`config.mk`:
```
export PLATFORM = sky130hd
export DESIGN_NAME = serial_alu_ctrl
export DESIGN_NICKNAME = d
export VERILOG_FILES = /design/src/rtl/serial_alu_ctrl.sv
export SDC_FILE = /design/constraint.sdc
export NUM_CORES = 1
export LEC_CHECK = 0
export ABC_CLOCK_PERIOD_IN_PS = 2300
export CAP_MARGIN = 20
export CORE_MARGIN = 2
export CORE_UTILIZATION = 47
export DETAILED_ROUTE_END_ITERATION = 8
export GPL_TIMING_DRIVEN = 0
export PLACE_DENSITY_LB_ADDON = 0.12
export REMOVE_ABC_BUFFERS = 1
export SYNTH_ARGS = -nofsm -noshare
export SYNTH_HDL_FRONTEND = slang
export SYNTH_SLANG_ARGS = --single-unit
```
`constraint.sdc`:
```
create_clock -name clk -period 2.3 [get_ports clk]
set_input_delay 0.23 -clock clk [delete_from_list [all_inputs] [get_ports clk]]
set_output_delay 0.23 -clock clk [all_outputs]
set_load 0.02 [all_outputs]
```
`src/rtl/serial_alu_ctrl.sv`:
```
// Bit-serial ALU sequencer: one 1-bit slice is stepped LSB-first across
// WIDTH operand bits, then the packed result and flags are published.
//
// Ports:
//   clk       - clock, all state updates on the rising edge
//   reset     - synchronous active-high reset
//   start     - request, accepted only while idle
//   op        - operation code, sampled with start
//   a, b      - operands, sampled with start
//   busy      - high while running and in the done cycle
//   done      - one-cycle pulse, result and flags valid
//   result    - result register, held until the next completed op
//   carry_out - final carry for ADD/SUB, else 0
//   zero      - result == 0, decoded from the result register
module serial_alu_ctrl #(
    parameter int WIDTH = 32
) (
    input  logic             clk,
    input  logic             reset,
    input  logic             start,
    input  logic [2:0]       op,
    input  logic [WIDTH-1:0] a,
    input  logic [WIDTH-1:0] b,
    output logic             busy,
    output logic             done,
    output logic [WIDTH-1:0] result,
    output logic             carry_out,
    output logic             zero
);

    localparam int CW = $clog2(WIDTH);

    localparam logic [2:0] OP_ADD  = 3'b000;
    localparam logic [2:0] OP_SUB  = 3'b001;
    localparam logic [2:0] OP_AND  = 3'b010;
    localparam logic [2:0] OP_OR   = 3'b011;
    localparam logic [2:0] OP_XOR  = 3'b100;
    localparam logic [2:0] OP_SLT  = 3'b101;
    localparam logic [2:0] OP_SLTU = 3'b110;

    typedef enum logic [1:0] {
        S_IDLE,
        S_RUN,
        S_DONE
    } state_t;

    state_t           state_q, state_d;
    logic [WIDTH-1:0] a_sr_q, a_sr_d;
    logic [WIDTH-1:0] b_sr_q, b_sr_d;
    logic [WIDTH-1:0] r_sr_q, r_sr_d;
    logic [2:0]       op_q, op_d;
    logic             carry_q, carry_d;
    logic [CW-1:0]    count_q, count_d;
    logic [WIDTH-1:0] result_q, result_d;
    logic             carry_out_q, carry_out_d;

    logic             is_sub;
    logic             is_sub_in;
    logic             bit_a;
    logic             bit_b;
    logic             slice_sum;
    logic             slice_cout;
    logic             slice_out;
    logic             last_bit;
    logic [WIDTH-1:0] word;
    logic             ovf;

    // Subtract-type ops feed ~b with an initial carry of 1.
    assign is_sub    = (op_q == OP_SUB) || (op_q == OP_SLT) ||
                       (op_q == OP_SLTU);
    assign is_sub_in = (op == OP_SUB) || (op == OP_SLT) ||
                       (op == OP_SLTU);

    assign bit_a      = a_sr_q[0];
    assign bit_b      = b_sr_q[0] ^ is_sub;
    assign slice_sum  = bit_a ^ bit_b ^ carry_q;
    assign slice_cout = (bit_a & bit_b) | (carry_q & (bit_a ^ bit_b));
    assign last_bit   = (count_q == CW'(WIDTH - 1));

    always_comb begin
        slice_out = 1'b0;
        case (op_q)
            OP_ADD, OP_SUB,
            OP_SLT, OP_SLTU: slice_out = slice_sum;
            OP_AND:          slice_out = a_sr_q[0] & b_sr_q[0];
            OP_OR:           slice_out = a_sr_q[0] | b_sr_q[0];
            OP_XOR:          slice_out = a_sr_q[0] ^ b_sr_q[0];
            default:         slice_out = 1'b0;
        endcase
    end

    // On the MSB step carry_q is the carry into the MSB.
    assign word = {slice_out, r_sr_q[WIDTH-1:1]};
    assign ovf  = carry_q ^ slice_cout;

    always_comb begin
        state_d     = state_q;
        a_sr_d      = a_sr_q;
        b_sr_d      = b_sr_q;
        r_sr_d      = r_sr_q;
        op_d        = op_q;
        carry_d     = carry_q;
        count_d     = count_q;
        result_d    = result_q;
        carry_out_d = carry_out_q;
        case (state_q)
            S_IDLE: begin
                if (start) begin
                    a_sr_d  = a;
                    b_sr_d  = b;
                    op_d    = op;
                    carry_d = is_sub_in;
                    count_d = '0;
                    state_d = S_RUN;
                end
            end
            S_RUN: begin
                a_sr_d  = {1'b0, a_sr_q[WIDTH-1:1]};
                b_sr_d  = {1'b0, b_sr_q[WIDTH-1:1]};
                r_sr_d  = word;
                carry_d = slice_cout;
                count_d = count_q + CW'(1);
                if (last_bit) begin
                    state_d     = S_DONE;
                    carry_out_d = 1'b0;
                    result_d    = word;
                    case (op_q)
                        OP_ADD, OP_SUB: begin
                            carry_out_d = slice_cout;
                        end
                        OP_SLT: begin
                            result_d = {{(WIDTH-1){1'b0}},
                                        slice_sum ^ ovf};
                        end
                        OP_SLTU: begin
                            result_d = {{(WIDTH-1){1'b0}},
                                        ~slice_cout};
                        end
                        default: ;
                    endcase
                end
            end
            S_DONE: begin
                state_d = S_IDLE;
            end
            default: state_d = S_IDLE;
        endcase
    end

    always_ff @(posedge clk) begin
        if (reset) begin
            state_q     <= S_IDLE;
            a_sr_q      <= '0;
            b_sr_q      <= '0;
            r_sr_q      <= '0;
            op_q        <= '0;
            carry_q     <= 1'b0;
            count_q     <= '0;
            result_q    <= '0;
            carry_out_q <= 1'b0;
        end else begin
            state_q     <= state_d;
            a_sr_q      <= a_sr_d;
            b_sr_q      <= b_sr_d;
            r_sr_q      <= r_sr_d;
            op_q        <= op_d;
            carry_q     <= carry_d;
            count_q     <= count_d;
            result_q    <= result_d;
            carry_out_q <= carry_out_d;
        end
    end

    assign busy      = (state_q != S_IDLE);
    assign done      = (state_q == S_DONE);
    assign result    = result_q;
    assign carry_out = carry_out_q;
    assign zero      = (result_q == '0);

endmodule

```
; ---- Yosys cells after proc, flatten, opt, wreduce, memory -nomap -nowiden
; Cells that the tools add are included.
[classes]
addsub = 1
n_mul = 0
div = 0
n_lt_le_gt_ge = 0
eq_ne = 14
shift = 0
n_mux = 14
n_bitwise = 12
reduce_logical = 15
[ops]
columns = cell, n
row1 = $pmux W32 S2, 3
row2 = $mux W32, 2
row3 = $logic_not A32 Y1, 1
row4 = $eq A3 B3 Y1 const B, 5
row5 = $pmux W5 S2, 1
row6 = $reduce_and A2 Y1, 4
row7 = $eq A3 B1 Y1 const B, 2
row8 = $eq A3 B2 Y1 const B, 2
row9 = $xor A1 B1 Y1, 6
row10 = $add A5 B1 Y5 const B, 1
row11 = $eq A5 B5 Y1 const B, 1
row12 = $mux W5, 1
row13 = $logic_or A1 B1 Y1, 4
row14 = $mux W2, 2
row15 = $ne A2 B2 Y1 const B, 2
row16 = $pmux W1 S4, 1
row17 = $pmux W2 S2, 1
row18 = $reduce_bool A2 Y1, 2
row19 = $reduce_or A4 Y1, 1
row20 = $and A1 B1 Y1, 3
row21 = $logic_not A3 Y1, 1
row22 = $eq A2 B1 Y1 const B, 1
row23 = $eq A2 B2 Y1 const B, 1
row24 = $logic_not A2 Y1, 1
row25 = 5 further kinds, 7
[totals]
reg_bits = 140
latch_bits = 0
mem_bits_rw = 0
mem_bits_ro = 0
in_bits = 70
output_inout_bits = 36
word_cells = 65
n_memories = 0

; ---- Longest topological paths before layout
[logic_depth]
depth_word = 10
mapped_depth = 9

; ---- Worst setup path before layout
; OpenSTA, ideal clock, no wires.
[synth_path]
path_kind = register to register
start = register op_q[0]
end = register result_q[31] (netlist: result[31])
setup_ps = 129
arrival_time_ps = 1909
t_required_ps = 2171
slack_ps = 262
path_stages_with_launch = 9
path_buffers = 0
path_cell_list = dfxtp_1 -> nor2b_1 -> a21oi_1 -> xnor2_1 -> fa_1 -> mux2i_1 -> nor2b_1 -> a211oi_1 -> o21ai_0
[synth_via]
elab_chain_cells = 8
word_cells_on_any_way = 15
[synth_lines]
columns = element, line_no
row1 = "start, declared", 51  ; logic [2:0] op_q, op_d;
row2 = "start signal, assigned", 166  ; op_q <= op_d;
row3 = $eq A3 B1 Y1 / $eq A3 B3 Y1 (equally long branches), "69, 82, 127"
row4 = $logic_or A1 B1 Y1 (2 in a row), 69  ; assign is_sub = (op_q == OP_SUB) || (op_q == OP_SLT) ||
row5 = $xor A1 B1 Y1, 75  ; assign bit_b = b_sr_q[0] ^ is_sub;
row6 = $xor A1 B1 Y1 (2 in a row), 76  ; assign slice_sum = bit_a ^ bit_b ^ carry_q;
row7 = $pmux W1 S4, 82  ; case (op_q)
row8 = $pmux W32 S2 *, 127  ; case (op_q)
row9 = "end signal, assigned", 169  ; result_q <= result_d;
row10 = "end, declared", 54  ; logic [WIDTH-1:0] result_q, result_d;
; Mark *: on every way between the ends. The rest lies on a longest branch, timed or not.
; A chain may end at the register's enable or synchronous reset.

; ---- Worst setup path in the final report
[layout_path]
start = register op_q[2]
end = register r_sr_q[31]
[layout_via]
elab_chain_cells = 7
word_cells_on_any_way = 14
[layout_lines]
columns = element, line_no
row1 = $eq A3 B1 Y1 / $eq A3 B3 Y1 (equally long branches), "69, 82"
row2 = $logic_or A1 B1 Y1 (2 in a row), 69
row3 = $xor A1 B1 Y1, 75
row4 = $xor A1 B1 Y1 (2 in a row), 76
row5 = $pmux W1 S4 *, 82
row6 = "end signal, assigned", 165  ; r_sr_q <= r_sr_d;
row7 = "end, declared", 50  ; logic [WIDTH-1:0] r_sr_q, r_sr_d;
; Marks and branches as above.

==> summary.txt <==
Global route
  • First-pass GRT wire length: 20400 um
  • Total grt overflow: 0
  • Largest net degree at the start of global routing: 82
  • Vias in the first global route: 4520
  • Initial antenna violation count: 0
  • Total GRT Usage: 19.7%

Final layout
  • Sequential cell area: 2790 um2
  • Multi-input gate area: 2540 um2
  • Share of cells above drive strength 1: 9.16%
  • Syn-to-layout area delta: 33.5%
  • Nets@finish: 818
  • Fin cells: 896
  • # diodes: 0
  • Final core area utilization: 64.3%
  • Fill cells: 1022
  • Fin area: 7310 um2

Clocking
  • Longest Clk Path Bufs: 2
  • Clk slew on worst S/H paths: 50 ps
  • H-tree levels: 4
  • TritonCTS Buffers: 17
  • CTS root buf: clkbuf_16
  • Clock latency on the worst-skew pair: 410 ps
  • CTS tree: built
  • Clock Sink Count: 139

Route
  • Drt pass-1 iters: 5
  • Routed length per instance: 14.0 um
  • Routed Antenna Nets: 0
  • Vias per std cell: 5.39
  • DRT iter0 DRCs: 361
  • Via count: 4832
  • Post-Route WL: 12600 um
  • Remaining DRCs: 0

Yosys
  • Post-synth design cell area: 5480 um2
  • Avg Cell Area, Syn: 8.35 um2
  • Top_reg_cell synth: dfxtp_1
  • Seq cells post-synth: 139
  • Post-synth EDFFs: 0
  • Synth async-reset ratio: 0%
  • Synth cell count leaders: dfxtp_1 (139), nor2_1 (131), nand2_1 (105)
  • Warnings, synthesis: 0
  • Largest cells by area after synthesis: dfxtp_1 (51%), nor2_1 (9.0%), a22oi_1 (8.5%)
  • Post-synthesis sequential area ratio: 50.8%
  • Top cell type's share of synthesized area: 50.8%
  • Largest area contributor in the synthesized netlist: dfxtp_1
  • Most numerous cell in the Yosys netlist: dfxtp_1
  • Syn Inst Count: 656
  • Netlist cell types: 39

Run status
  • Status: finished clean

STA
  • Skew final: 5.73 ps
  • Worst-margin pin slew: 884 ps
  • Endpoints failing setup: 0
  • Max Slew Vio Count: 0
  • FMAX: 462 MHz
  • Fin. Hold Viols: 0
  • Relative slew slack: 41.1%
  • Minimum clock period: 2160 ps
  • Setup_tns: 0 ps
  • Final period util: 94.1%

Setup path
  • Crit Reg-Reg Startpoint: op_q[2]$_SDFFE_PP0P_
  • WS Path Type: register to register
  • Crit path from: op_q[2]$_SDFFE_PP0P_
  • Worst endpoint data arrival time: 2490 ps
  • Endpoint type of the worst setup path: register
  • Critical-path cell list: nor2b_1, a21oi_1, xnor2_2, fa_1, nor2_1, a311oi_2, a211oi_2, a211oi_1
  • CP peak stage delay: 550 ps
  • Startpoint Class: register
  • Crit-path slowest cell: fa_1
  • Worst-path maximum fanout: 7
  • Worst endpoint required time: 2620 ps

Placed design
  • Placed cell count: 858
  • Placed cell areas: 6640 um2
  • Placed wire-length estimate: 7840 um
  • Port bufs: 105
  • Routability cong.: 0.777

Floorplanning
  • Total die area: 12500 um2
  • Core box area: 11400 um2
  • Placement Rows: 39
  • DIE HEIGHT: 112 um
  • Die W: 112 um
  • Starting density of the core: 48.2%
  • I/O Pins: 106

Pwr
  • Peak VDD IR: 0.524 mV
  • Total power: 5.59 mW
  • Pwr dens: 765 nW/um2
  • Leak: 2.69 nW

Hold path
  • Hold Crit Class: input pin to register
  • Beginning of the worst hold path: a[31]

Flow run
  • Max_cap viols: 0
## per-stage QoR
stage	hold slack (ps)	worst slack, ps
2_1_floorplan	299	-1840
3_3_place_gp	443	-4190
3_5_place_dp	449	-576
4_1_cts	352	5.97
5_1_grt	382	-23.5
6_report	369	135
## timing repair
| action | 4_1_cts | 5_1_grt |
|---|---|---|
| buffers inserted | 2 | 4 |
| setup endpoints to repair | 34 | 85 |
| pin swaps | 1 | 1 |
| gates cloned | 0 | 2 |
| gates resized for setup | 7 | 11 |
| hold buffers | 0 | 0 |
## where the power goes
group / internal [mW] / switching [mW] / total, mW
Clock: 1.48 / 0.908 / 2.39
Sequential: 2.52 / 0.0704 / 2.59
Combinational: 0.293 / 0.323 / 0.616
## flip-flops by register name, summed over array words and instances, names as in the netlist
register,count
a_sr_q,32
state_q,2
result,32
count_q,5
carry_out,1
op_q,3
r_sr_q,31
b_sr_q,32
carry_q,1
## worst max-delay path, delay by kind of cell, from the launching register on
family                     cells  cell delay, ps
DFF                            1             410
xor gates and xnor gates       1             170
and+or+nand+nor                2             260
AOI/OAI and AO/OA              4             690
adders and majority gates      1             550
## per-layer routing
layer / vias to the layer above / part of all wire [%] / global-route usage (%) / wire length [um]
met1: 2260 / 44 / 23.4 / 5590
met5: - / 0 / 0 / 0
met3: 13 / 5.1 / 5.88 / 647
met2: 127 / 49 / 33.9 / 6190
met4: 0 / 1.2 / 7.56 / 150
li1: 2432 / - / - / -
## final cells by class
| type | count | area share [%] |
|---|---|---|
| repair buffers | 119 | 17.4 |
| flip-flops and latches | 139 | 38.1 |
| clock inverters | 2 | 0.137 |
| clock buffers | 28 | 6.93 |
| well taps | 143 | 2.45 |
| inverters | 3 | 0.154 |
| multi-input cells | 462 | 34.8 |
## logic make-up after synthesis
logic type | synth area share (%)
xor+xnor | 0.320
buf+inv | 4.87
simple gates | 25.3
fa+ha+maj | 1.65
flops | 50.8
compound gates | 16.7
mux | 0.388
## path summary, 6_finish.rpt
kind / end / slack (ps) / cells after the start
worst max-delay path: r_sr_q[31]$_SDFFE_PP0P_ / 140 / 8
worst min-delay path: a_sr_q[31]$_SDFFE_PP0P_ / 370 / 3
worst max register to register: r_sr_q[31]$_SDFFE_PP0P_ / 140 / 8
worst min register to register: b_sr_q[22]$_SDFFE_PP0P_ / 450 / 2
## cell usage in the layout, fill, tap and decap left out, drive strengths merged, types with 3 or more instances in the layout
cell           instances
nor4                  37
clkdlybuf4s50        103
nand2b                 5
nand2                106
nor2                 132
buf                   15
nand4                  3
inv                    3
a22oi                 62
nand3                  4
nand3b                 5
ha                     4
dfxtp                139
a21oi                 76
clkbuf                28
nor2b                  6
No activity file was read; power rests on OpenSTA's default activity.
